--- src/rtl/pipe_cpu_boot_ctrl.sv ---
// pipe_cpu_boot_ctrl
//   Boot and run controller that sits between a pipelined CPU core and its
//   instruction memory. It streams a program image into memory, then releases
//   CPU reset, pulses start, and runs the CPU for a cycle budget or until it is
//   halted. After the run the CPU is frozen so its state stays observable.
//
//   state | meaning
//   ------+----------------------------------------------------------------
//   IDLE  | CPU held in reset, waiting for load_req
//   LOAD  | accepting image words into instruction memory
//   START | one cycle: latch run_limit, clear cycle_cnt, pulse cpu_start
//   RUN   | CPU enabled, cycle_cnt counting
//   DONE  | CPU frozen (out of reset, clock disabled), results held
//
// Ports
//   clk, rst              : clock, synchronous active-high reset
//   load_req              : start a new image load (IDLE/DONE only)
//   ld_valid/ld_data/ld_last, ld_ready : image word stream
//   run_limit             : RUN budget in cycles, 0 = unlimited
//   halt_req              : stop the CPU (RUN only)
//   cpu_i_addr            : CPU fetch address
//   im_addr/im_we/im_din  : instruction memory port
//   cpu_reset/cpu_start/cpu_enable : CPU controls
//   state, load_cnt, cycle_cnt, ld_err : status
module pipe_cpu_boot_ctrl #(
  parameter int DATA_W   = 16,
  parameter int I_ADDR_W = 8,
  parameter int CNT_W    = 16
) (
  input  logic                clk,
  input  logic                rst,
  input  logic                load_req,
  input  logic                ld_valid,
  input  logic [DATA_W-1:0]   ld_data,
  input  logic                ld_last,
  output logic                ld_ready,
  input  logic [CNT_W-1:0]    run_limit,
  input  logic                halt_req,
  input  logic [I_ADDR_W-1:0] cpu_i_addr,
  output logic [I_ADDR_W-1:0] im_addr,
  output logic                im_we,
  output logic [DATA_W-1:0]   im_din,
  output logic                cpu_reset,
  output logic                cpu_start,
  output logic                cpu_enable,
  output logic [2:0]          state,
  output logic [I_ADDR_W:0]   load_cnt,
  output logic [CNT_W-1:0]    cycle_cnt,
  output logic                ld_err
);

  typedef enum logic [2:0] {
    S_IDLE  = 3'd0,
    S_LOAD  = 3'd1,
    S_START = 3'd2,
    S_RUN   = 3'd3,
    S_DONE  = 3'd4
  } state_t;

  localparam logic [I_ADDR_W-1:0] PTR_ONE = {{(I_ADDR_W-1){1'b0}}, 1'b1};
  localparam logic [I_ADDR_W:0]   LDC_ONE = {{I_ADDR_W{1'b0}}, 1'b1};
  localparam logic [CNT_W-1:0]    CNT_ONE = {{(CNT_W-1){1'b0}}, 1'b1};

  state_t              state_q;
  logic [I_ADDR_W-1:0] ptr_q;
  logic [CNT_W-1:0]    limit_q;
  logic                accept;
  logic                limit_hit;

  assign accept    = ld_valid & ld_ready;
  // Compare against limit-1 so the exit cycle itself is the L-th RUN cycle.
  assign limit_hit = (limit_q != '0) && (cycle_cnt == (limit_q - CNT_ONE));

  always_ff @(posedge clk) begin
    if (rst) begin
      state_q   <= S_IDLE;
      ptr_q     <= '0;
      load_cnt  <= '0;
      cycle_cnt <= '0;
      ld_err    <= 1'b0;
      limit_q   <= '0;
    end else begin
      case (state_q)
        S_IDLE, S_DONE: begin
          if (load_req) begin
            state_q  <= S_LOAD;
            ptr_q    <= '0;
            load_cnt <= '0;
            ld_err   <= 1'b0;
          end
        end
        S_LOAD: begin
          if (accept) begin
            ptr_q    <= ptr_q + PTR_ONE;
            load_cnt <= load_cnt + LDC_ONE;
            if (ld_last) begin
              state_q <= S_START;
            end else if (ptr_q == '1) begin
              // Image does not fit: last slot was written, abandon the load.
              ld_err  <= 1'b1;
              state_q <= S_IDLE;
            end
          end
        end
        S_START: begin
          limit_q   <= run_limit;
          cycle_cnt <= '0;
          state_q   <= S_RUN;
        end
        S_RUN: begin
          if (cycle_cnt != '1) begin
            cycle_cnt <= cycle_cnt + CNT_ONE;
          end
          if (halt_req || limit_hit) begin
            state_q <= S_DONE;
          end
        end
        default: state_q <= S_IDLE;
      endcase
    end
  end

  always_comb begin
    cpu_reset  = 1'b0;
    cpu_start  = 1'b0;
    cpu_enable = 1'b0;
    ld_ready   = 1'b0;
    im_addr    = cpu_i_addr;
    case (state_q)
      S_IDLE: begin
        cpu_reset = 1'b1;
        im_addr   = ptr_q;
      end
      S_LOAD: begin
        cpu_reset = 1'b1;
        ld_ready  = 1'b1;
        im_addr   = ptr_q;
      end
      S_START: begin
        cpu_start  = 1'b1;
        cpu_enable = 1'b1;
      end
      S_RUN:   cpu_enable = 1'b1;
      default: ;
    endcase
  end

  assign im_we  = accept;
  assign im_din = ld_data;
  assign state  = state_q;

endmodule

--- config.mk ---
export PLATFORM = sky130hd
export DESIGN_NAME = pipe_cpu_boot_ctrl
export DESIGN_NICKNAME = d
export VERILOG_FILES = /design/src/rtl/pipe_cpu_boot_ctrl.sv
export SDC_FILE = /design/constraint.sdc
export NUM_CORES = 1
export LEC_CHECK = 0
export ABC_AREA = 1
export ABC_CLOCK_PERIOD_IN_PS = 2500
export CAP_MARGIN = 30
export CELL_PAD_IN_SITES_DETAIL_PLACEMENT = 0
export CELL_PAD_IN_SITES_GLOBAL_PLACEMENT = 2
export CORE_MARGIN = 1
export CORE_UTILIZATION = 26
export CTS_BUF_LIST = sky130_fd_sc_hd__clkbuf_4 sky130_fd_sc_hd__clkbuf_8 sky130_fd_sc_hd__clkbuf_16
export CTS_CLUSTER_SIZE = 8
export DETAILED_ROUTE_END_ITERATION = 8
export PLACE_DENSITY = 0.95
export REMOVE_ABC_BUFFERS = 1
export SLEW_MARGIN = 10
export SYNTH_ARGS = -nofsm -noshare
export SYNTH_HDL_FRONTEND = slang
export SYNTH_SLANG_ARGS = --single-unit
--- constraint.sdc ---
create_clock -name clk -period 2.5 [get_ports clk]
set_input_delay 0.625 -clock clk [delete_from_list [all_inputs] [get_ports clk]]
set_output_delay 0.625 -clock clk [all_outputs]
set_load 0.05 [all_outputs]
==> metrics.md, run 1 <==
| Metric | Value |
|---|---|
| Fin. Hold Viols | 0 |
| Clk slew on worst S/H paths | 70 ps |
| Vias per Instance | 4.485 |
| Fin util | 35.67% |
| Setup CP Type | flip-flop to primary output |
| Final TNS setup | 0 ps |
| Asr flop ratio synth | 0% |
| Fin. max-slew vios | 0 |
| Port bufs | 71 |
| Slowest CP cell | clkdlybuf4s50_1 |
| P&R area growth vs syn | 33.55% |
| Area share of the largest cell type after synthesis | 32.93% |
| Initial core utilization | 26.71% |
| Drt drc | 0 |
| Area leader, netlist | dfxtp_1 |
| Int Power | 1.534 mW |
| Core area | 12060 µm² |
| Min-delay worst type | flip-flop to flip-flop |
| Die Span X | 113.3 µm |
| Cell count after synthesis | 494 |
| Routability congestion estimate | 0.8324 |
| Power Density | 542.0 nW/µm² |
| Max Cap Violations | 0 |
| Share of cells above drive strength 1 | 9.464% |
| EDFF count, synth | 0 |
| Minimum clock period | 2327 ps |
| # IOs | 104 |
| Worst slew margin | 64.00% |
| Post-synthesis sequential area ratio | 32.93% |
| Peak per-stage delay on the critical path | 880 ps |
| Endpoints failing setup | 0 |
| Peak supply drop | 0.0003388 V |
| Pre-Repair DR Iteration Count | 4 |
| LEAKAGE | 1.767 nW |
| Number of clock buffers inserted by TritonCTS | 5 |
| Htree depth | 2 |
| Via Count | 3265 |
| CP delay by family, top | buffers and inverters |
| Routed length per instance | 12.68 µm |
| Vias in the first global route | 3161 |
| Fin nets | 609 |
| Final Total Pwr | 2.332 mW |
| Yosys reg bits | 53 |
| Non-filler cells, final | 728 |
| Worst skew pair latency | 290 ps |
| Syn Std Cell Area | 3222 µm² |
| Grt ovf | 0 |
| Slew @ Worst Pin | 538.3 ps |
| Fin crit share | 93.07% |
| Die H | 113.3 µm |
| Final wirelength | 9231 µm |
| WP buf/inv | 1 |
| Reg power frac | 38.5% |
| Switch Pwr | 797.8 µW |
| Status | completed |
| Combinational power share | 29.9% |
| Yosys cell types | 36 |
| First-pass GRT wire length | 15150 µm |
| Antenna Cells | 0 |
| DP Cell Count | 720 |
| Critical Path End Type | primary output |
| Post-DP HPWL | 7375 µm |
| TritonCTS clock tree | yes |
| # fillers | 1318 |
| RSZ-0062 raised after global routing | false |
| Die area | 12840 µm² |
| Post-CTS Hold Fix Bufs | 0 |
| Initial antenna violation count | 0 |
| Synthesis warning total | 0 |
| CTS resizes | 0 |
| Post-CTS setup buffer count | 0 |
| GRT Util Overall | 14.83% |
| Final instance area | 4303 µm² |
| Clock Skews | 5.479 ps |
| Critical path startpoint category | flip-flop |
| Clock power share | 31.6% |
| Largest net degree at the start of global routing | 20 |
| Area contributors post-synth | dfxtp_1 (33%), nand2_1 (13%), nor2_1 (9.0%) |
| Syn avg cell area | 6.522 µm² |
| FP Rows | 40 |
| Worst path required time | 1880 ps |
| Worst-case clock buffer depth | 2 |
| CP max FO | 6 |
| Crit path cell chain | clkdlybuf4s50_1 |
| DR iter-0 viols | 190 |
| Top_reg_cell synth | dfxtp_1 |
| CTS root buf | clkbuf_16 |
| Max Freq | 0.4298 GHz |
| # clock sinks | 53 |
| Routed Antenna Nets | 0 |
| Top-count cell post-synth | nand2_1 |
| Sw frac | 34.21% |
| Placement Cell Area | 4149 µm² |
| Synth top cells by count | nand2_1 (108), nor2_1 (77), inv_1 (55) |
| Critical path arrival | 1700 ps |
==> logic make-up after synthesis <==
group,share of synthesized area [%]
AND/OR/NAND/NOR,33.13
multiplexers,0.3495
AO/OA/AOI/OAI,14.80
buffers and inverters,12.08
XOR/XNOR,5.165
adder cells (fa/ha/maj),1.553
flip-flops,32.93
==> state kept, by name, summed over array words and instances (netlist names) <==
name       cells
load_cnt       9
limit_q       16
cycle_cnt     16
ptr_q          8
ld_err         1
state          3
==> power by group through the flow <==
stage | Clock, mW | Sequential (mW) | Combinational (mW)
floorplan | 0 | 0.945 | 0.395
global placement | 0 | 0.916 | 0.697
detailed placement | 0 | 0.917 | 0.700
CTS | 0.755 | 0.897 | 0.704
global route | 0.779 | 0.902 | 0.770
finish | 0.737 | 0.897 | 0.698
==> layer usage <==
layer / track usage (%) / part of all wire [%]
met5: 0 / 0
met3: 5.035 / 8.7
met2: 25.07 / 45
met1: 18.25 / 45
met4: 3.070 / 0.83
==> cell usage in the layout, fill, tap and decap left out, types with 2 or more instances in the layout <==
master and count:
a21oi_1 47, xnor2_1 5, nand2_2 2, nand4_1 5, a31oi_1 2, and3_1 2, nor2_4 2, nor3_1 8
inv_1 55, inv_2 4, clkbuf_16 5, nor2_2 2, or2_2 2, o21bai_1 2, nand3b_1 3, dfxtp_1 53
a211oi_1 4, buf_12 9, nor2_1 77, ha_1 4, buf_4 16, clkdlybuf4s50_1 58, nand3_1 23, xor2_1 14
nand2_1 108, o21ai_0 27, o21ai_1 3, nor3_2 4, nor4_1 4
==> stage by stage <==
stage	hold WS, ps	setup WS, ps
4_1_cts	486.7	160.5
6_report	485.0	173.3
5_1_grt	513.5	99.01
3_5_place_dp	471.5	177.2
2_1_floorplan	448.4	-757.6
3_3_place_gp	458.1	244.5
==> worst paths after layout <==
check | from | cells past startpoint | slack (ps) | endpoint
max reg2reg | limit_q[0]$_SDFFE_PP0P_ | 15 | 360 | state[0]$_SDFFE_PP0P_
max | state[2]$_SDFFE_PP0P_ | 1 | 170 | state[2]
min | limit_q[1]$_SDFFE_PP0P_ | 2 | 490 | limit_q[1]$_SDFFE_PP0P_
min reg2reg | limit_q[1]$_SDFFE_PP0P_ | 2 | 490 | limit_q[1]$_SDFFE_PP0P_
==> layout make-up <==
class / count / area [µm²] / area share, %
multi-input combinational: 356 / 1772 / 41.17
clock inverter: 3 / 28.78 / 0.6688
inverter: 60 / 225.2 / 5.234
clock buffer: 5 / 125.1 / 2.908
tap: 168 / 210.2 / 4.885
timing repair buffer: 83 / 880.8 / 20.47
sequential: 53 / 1061 / 24.66
Note: power is estimated with default switching activity, not from simulation.
==> inputs of run 2 (changes only) <==
--- a/config.mk
+++ b/config.mk
@@ -10,7 +10,6 @@
 export CAP_MARGIN = 30
 export CELL_PAD_IN_SITES_DETAIL_PLACEMENT = 0
 export CELL_PAD_IN_SITES_GLOBAL_PLACEMENT = 2
-export CORE_MARGIN = 1
 export CORE_UTILIZATION = 26
 export CTS_BUF_LIST = sky130_fd_sc_hd__clkbuf_4 sky130_fd_sc_hd__clkbuf_8 sky130_fd_sc_hd__clkbuf_16
 export CTS_CLUSTER_SIZE = 8
==> results of run 2 <==
No change in the layout: final DEF, timing and power equal those of run 1.
